==> config.mk <==
export PLATFORM = sky130hd
export DESIGN_NAME = serial_multrom_table
export DESIGN_NICKNAME = d
export VERILOG_FILES = /design/src/rtl/serial_multrom_table_pkg.sv /design/src/rtl/multrom_table_ram.sv /design/src/rtl/serial_multrom_table.sv
export SDC_FILE = /design/constraint.sdc
export NUM_CORES = 2
export LEC_CHECK = 0
export BUFFER_PORTS_ARGS = -buffer_cell sky130_fd_sc_hd__buf_4
export CORE_MARGIN = 2
export CORE_UTILIZATION = 42
export CTS_CLUSTER_SIZE = 8
export DETAILED_ROUTE_END_ITERATION = 10
export GPL_TIMING_DRIVEN = 0
export PLACE_DENSITY_LB_ADDON = 0.12
export SLEW_MARGIN = 0
export SYNTH_ARGS = -nofsm -noshare
export SYNTH_HDL_FRONTEND = slang
export SYNTH_SLANG_ARGS = --single-unit
==> constraint.sdc <==
create_clock -name clk -period 15.2 [get_ports clk]
set_clock_uncertainty 0.15 [all_clocks]
set_input_delay 3.04 -clock clk [delete_from_list [all_inputs] [get_ports clk]]
set_output_delay 3.04 -clock clk [all_outputs]
set_load 0.02 [all_outputs]
==> src/rtl/serial_multrom_table_pkg.sv <==
// Shared constants and state encoding for the self-filling multiplier lookup table.
package serial_multrom_table_pkg;
  localparam int DEF_HALF_WIDTH = 4;
  localparam int ADDR_W         = 2 * DEF_HALF_WIDTH;
  localparam int DEPTH          = 1 << ADDR_W;

  typedef enum logic {
    FILL  = 1'b0,
    READY = 1'b1
  } state_t;
endpackage

==> src/rtl/multrom_table_ram.sv <==
// Product table storage: one synchronous write port, one asynchronous read port.
module multrom_table_ram #(
  parameter int AW = 8
) (
  input  logic          clk,
  input  logic          we,
  input  logic [AW-1:0] waddr,
  input  logic [AW-1:0] wdata,
  input  logic [AW-1:0] raddr,
  output logic [AW-1:0] rdata
);
  logic [AW-1:0] mem [0:(1<<AW)-1];

  always_ff @(posedge clk) begin
    if (we) mem[waddr] <= wdata;
  end

  assign rdata = mem[raddr];
endmodule

==> src/rtl/serial_multrom_table.sv <==
// Multiplier-ROM responder: builds the x*y table by repeated addition after reset,
// then serves zero-latency reads gated by ready.
module serial_multrom_table
  import serial_multrom_table_pkg::*;
#(
  parameter int HALF_WIDTH = DEF_HALF_WIDTH
) (
  input  logic                    clk,
  input  logic                    rst_n,
  input  logic                    rebuild,
  input  logic [2*HALF_WIDTH-1:0] rom_address,
  output logic [2*HALF_WIDTH-1:0] rom_dout,
  output logic                    ready,
  output logic [2*HALF_WIDTH-1:0] fill_addr
);
  localparam int AW = 2 * HALF_WIDTH;

  state_t                state;
  logic [AW-1:0]         acc;
  logic [AW-1:0]         entry;
  logic [HALF_WIDTH-1:0] x_f, y_f;
  logic                  we;
  logic [AW-1:0]         rdata;

  assign x_f = fill_addr[AW-1:HALF_WIDTH];
  assign y_f = fill_addr[HALF_WIDTH-1:0];

  // Each row restarts at 0 when y wraps; (2^H-1)^2 fits in 2H bits, so no overflow.
  assign entry = (y_f == '0) ? '0 : acc + {{HALF_WIDTH{1'b0}}, x_f};

  // A rebuild edge writes nothing; the restarted fill rewrites address 0 next edge.
  assign we = (state == FILL) && !rebuild;

  always_ff @(posedge clk or negedge rst_n) begin
    if (!rst_n) begin
      state     <= FILL;
      ready     <= 1'b0;
      fill_addr <= '0;
      acc       <= '0;
    end else if (rebuild) begin
      state     <= FILL;
      ready     <= 1'b0;
      fill_addr <= '0;
      acc       <= '0;
    end else begin
      case (state)
        FILL: begin
          acc       <= entry;
          fill_addr <= fill_addr + 1'b1;
          if (fill_addr == '1) begin
            state <= READY;
            ready <= 1'b1;
          end
        end
        READY: begin
          state <= READY;
        end
        default: begin
          state <= FILL;
          ready <= 1'b0;
        end
      endcase
    end
  end

  multrom_table_ram #(.AW(AW)) u_ram (
    .clk   (clk),
    .we    (we),
    .waddr (fill_addr),
    .wdata (entry),
    .raddr (rom_address),
    .rdata (rdata)
  );

  // Gate on ready so stale memory or an undriven address never reaches the core.
  assign rom_dout = ready ? rdata : '0;
endmodule
**Word level (Yosys, flattened, before mapping)**

Memories as Yosys holds them, arrays and structs flattened.
Cells that the tools add are included.

- Add/sub/neg operators: 2
- Equal/unequal tests: 2
- Multiplexer cells: 14
- Bitwise logic cells: 1
- Reduce and logical (&&, ||, !) cells: 5

Operators by type and width:

| kind | number |
|---|---|
| $mux 8 | 6 |
| $add 8x1->8 const B | 1 |
| $add 8x4->8 | 1 |
| $eq 8x8->1 const B | 1 |
| $mux 1 | 7 |
| $logic_not 4->1 | 1 |
| $ne 2x2->1 const B | 1 |
| $pmux 1 s2 | 1 |
| $reduce_and 2->1 | 1 |
| $reduce_bool 2->1 | 1 |
| $logic_and 1x1->1 | 1 |
| $logic_not 1->1 | 1 |
| $not 1->1 | 1 |

- Register bits: 18
- RAM bits: 2,048
- Input bits: 11
- Memories: 1

Memory list:

| name | words | bits a word | rd ports | clocked after Yosys merged registers in | wr ports | RTL line | source |
|---|---|---|---|---|---|---|---|
| u_ram.mem | 256 | 8 | 1 | 0 | 1 | multrom_table_ram.sv:12 | `logic [AW-1:0] mem [0:(1<<AW)-1];` |

**Longest topological paths before layout**

- Depth in word-level cells: 4
- Gate-level depth with buffers: 13
- Depth with buffers taken out: 8

**Cells and area by module**

Synthesis repeated with hierarchy kept, for this count alone.

- Cell total of the unflattened synthesis: 3,860
- Area total of the unflattened synthesis: 80,616.1 um^2

By module, submodules not included:

| module | times used | cells each | area an instance (um^2) | seq. area each (um^2) |
|---|---|---|---|---|
| multrom_table_ram | 1 | 3,725 | 79,396.1 | 61,499.0 |
| serial_multrom_table | 1 | 135 | 1,219.9 | 450.4 |

**Worst setup path after synthesis**

Ideal clock, no wire load.

- Path kind: flip-flop to flip-flop
- From: register fill_addr[2]
- To: memory u_ram.mem[0][3] (data pin)
- Data arrival time: 10,945 ps
- Data required time: 12,939 ps
- Path slack: 1,994 ps
- Cell stages (with the launch flop): 6
- Path buffers: 2
- Period minus slack after synthesis: 13,206 ps
- Cells stage by stage: dfrtp_1 -> clkbuf_1 -> nor2_1 -> and2_1 -> clkbuf_1 -> nor3_1

- Cells in the longest elaborated chain, start to end: 2

RTL lines:

| element | RTL line | source |
|---|---|---|
| start, declared | serial_multrom_table.sv:14 | `output logic [2*HALF_WIDTH-1:0] fill_addr` |
| start signal, assigned | serial_multrom_table.sv:49 | `fill_addr <= fill_addr + 1'b1;` |
| $logic_not 4->1 | serial_multrom_table.sv:29 | `assign entry = (y_f == '0) ? '0 : acc + {{HALF_WIDTH{1'b0}}, x_f};` |
| $mux 8 | serial_multrom_table.sv:29 |  |
| net entry[3] | serial_multrom_table.sv:20 | `logic [AW-1:0] entry;` |
| end, declared | multrom_table_ram.sv:12 |  |

The timed path passes the listed nets, and every way through them passes these cells.

**Final worst setup path**

- From: input rom_address[2]
- To: output rom_dout[3]

- Cells in the longest elaborated chain, start to end: 2

RTL lines:

| element | RTL line | source |
|---|---|---|
| start, declared | serial_multrom_table.sv:11 | `input logic [2*HALF_WIDTH-1:0] rom_address,` |
| $mem_v2 256x8 | -- |  |
| $mux 8 | serial_multrom_table.sv:76 | `assign rom_dout = ready ? rdata : '0;` |
| end, declared | serial_multrom_table.sv:12 | `output logic [2*HALF_WIDTH-1:0] rom_dout,` |

Every way passes these cells.

==> metrics.txt <==
die height 443.5 um; Yosys warnings 0; DP Area 85,640 um^2; number of max-cap violations 10; post-DR vias/cell 6.328; Req. time, crit path 12,010 ps; sequential-to-total area share from yosys stat 76.36%; total track usage 28.37%; Filler Cell Count 15,730; Core ar. 192,200 um^2; Synth Register Bits 2,066; initial antenna violation count 16; Die Area 196,700 um^2; Tmin final 12,320 ps; commonest non-fill, non-tap cell in the layout edfxtp_1; final slew viol count 100; PD cells 135.8 nW/um^2; gpl congestion 1.013; Layout area overhead 15.44%; CP Capture Type output pin; leading cell types in the layout, fill and taps excluded 2,048 x edfxtp_1, 452 x mux4_2, 317 x nor2_1; cells after synthesis 3,900; Final Setup Violations 0; DR vias 43,390; Clock Sinks 2,066; Die X 443.5 um; Crit Path Category input port to output pin; routed wire length 280,100 um; final instance area 93,650 um^2; share of cells above drive strength 1 23.35%; RSZ-0062 raised after global routing no; CTS tree yes; Total Power 0.01271 W; Initial Util 42.22%; H-Tree Depth 5; Post-CTS Hold Fix Bufs 0; PortBufs 22; syn_nets 3,920; Root Driver clkbuf_16; Routed Antenna Nets 0; post-CTS setup buffer count 0; TritonCTS buffer count 308; final global-route overflow total 0; Clock Latency Late Sink 950 ps; Worst-path clk slew 50 ps; vias in the first global route 42,770; hold path depth 2; Cell Rows 161; Post-synth EDFFs 2,048; final net count 4,313; multi-input logic area 17,610 um^2; Worst-Margin Slew 1623 ps; VDD IR-drop max 0.0001034 V; ys flop type edfxtp_1; dpl hpwl 192,200 um; failing checks capacitance limit, slew limit; Hold Crit Class flop to flop; status finished with violations; synthesized cell area 81,130 um^2; Slew HR -8.214%; sequential cell area 61,950 um^2; crit path max fanout 10; Hold Fails Final Rpt 0; Hold WS 378.5 ps; 1st-pass router iterations 6; drt drc 0; Fmax achieved 0.08119 GHz; largest net degree at the start of global routing 81; Startpoint Class input port; WL/cell 40.85 um; Leakage 30.18 nW; Longest Clk Path Bufs 4; post-synthesis async set-or-reset flop share 0.8712%; io pins 28; final worst path period share 81.04%; Critical Path AT 9130 ps; r2r worst-path depth 7; first-iteration detailed-routing DRC count 6,157; first-pass GRT wire length 374,100 um; Avg Synthesized Cell Area 20.80 um^2; post-cts sizing count 0; count of cell types in the netlist 61
[synthesized netlist by cell type (all sizes together) (4+ instances only)]
| library cell | n | area, um^2 |
|---|---|---|
| nor4 | 6 | 37.54 |
| a2111oi | 10 | 87.58 |
| mux2i | 247 | 2472 |
| o21ai | 61 | 305.3 |
| buf | 140 | 1211 |
| or3 | 8 | 50.05 |
| a22oi | 7 | 52.55 |
| and3 | 7 | 43.79 |
| o2111ai | 5 | 43.79 |
| o22a | 10 | 87.58 |
| a21oi | 67 | 335.3 |
| and2 | 12 | 75.07 |
| nand2 | 64 | 240.2 |
| mux4 | 455 | 10260 |
| nor2 | 321 | 1205 |
| ha | 8 | 100.1 |
| xor2 | 7 | 61.31 |
| edfxtp | 2048 | 61500 |
| inv | 6 | 22.52 |
| nand3 | 35 | 175.2 |
| nor2b | 13 | 81.33 |
| clkbuf | 102 | 382.9 |
| nand2b | 4 | 25.02 |
| a211oi | 19 | 142.6 |
| o22ai | 35 | 225.2 |
| nor3 | 42 | 210.2 |
| o221ai | 102 | 893.4 |
| a221o | 5 | 50.05 |
| dfrtp | 18 | 450.4 |
| a41o | 5 | 50.05 |
[state kept, by name, summed over array words and instances (netlist names)]
register and count:
state 1, u_ram.mem 2048, ready 1, fill_addr 8
acc 8
[logic make-up after synthesis]
kind of cell	synth area share, %
AO/OA/AOI/OAI	2.963
XOR/XNOR	0.1080
adder cells (fa/ha/maj)	0.1481
buffers and inverters	1.997
flip-flops	76.36
multiplexers	15.71
AND/OR/NAND/NOR	2.720
[layout make-up]
cell class,instances,area share [%]
repair buffers,83,1.380
flip-flops and latches,2066,66.15
inverters,7,0.02806
multi-input cells,1585,18.81
plain buffers,242,1.726
well taps,2526,3.375
diodes,10,0.02672
clock buffers,330,8.431
clock inverters,8,0.08149
[final timing paths]
check | from | to | slack, ps
max in group asynchronous | rst_n | acc[6]$_DFFE_PN0P_ | 12850
max reg2reg | fill_addr[2]$_DFFE_PN0P_ | u_ram.mem[176][2]$_DFFE_PP_ | 10120
min | acc[0]$_DFFE_PN0P_ | acc[0]$_DFFE_PN0P_ | 380
max | rom_address[2] | rom_dout[3] | 2880
min in group asynchronous | rst_n | acc[0]$_DFFE_PN0P_ | 1810
min reg2reg | acc[0]$_DFFE_PN0P_ | acc[0]$_DFFE_PN0P_ | 380
[layer usage]
| layer | wire [um] | vias to the layer above | GRT usage, % |
|---|---|---|---|
| li1 | - | 16960 | - |
| met1 | 109300 | 23240 | 37.67 |
| met2 | 127300 | 2504 | 42.88 |
| met3 | 26190 | 682 | 7.266 |
| met4 | 17190 | 4 | 15.68 |
| met5 | 24 | - | 0 |
[metrics by stage]
step                util, %  TNS (ps)  std cells  worst slack [ps]
floorplan                 -         0       3900              1994
global placement      43.95  -5608610       6448             -8951
detailed placement    44.56         0       6508              3438
CTS                   48.71         0       6846              3420
global route          48.72         0       6849              3310
finish                48.73         0       6857              2883
[report_power, final]
| group | leakage (nW) | internal [W] | switching (W) |
|---|---|---|---|
| Combinational | 7.01 | 0.000193 | 0.000400 |
| Sequential | 19.3 | 0.00618 | 0.00000209 |
| Clock | 3.91 | 0.00361 | 0.00233 |
[critical path: stages]
cell      delay, ps
buf_4           180
inv_1           160
buf_2           390
buf_1          1180
clkbuf_1       1190
buf_1          1000
a211oi_1        100
nor4_1          630
nand4_1         400
o21ai_1         550
buf_4           270
(Power assumes the default switching activity.)
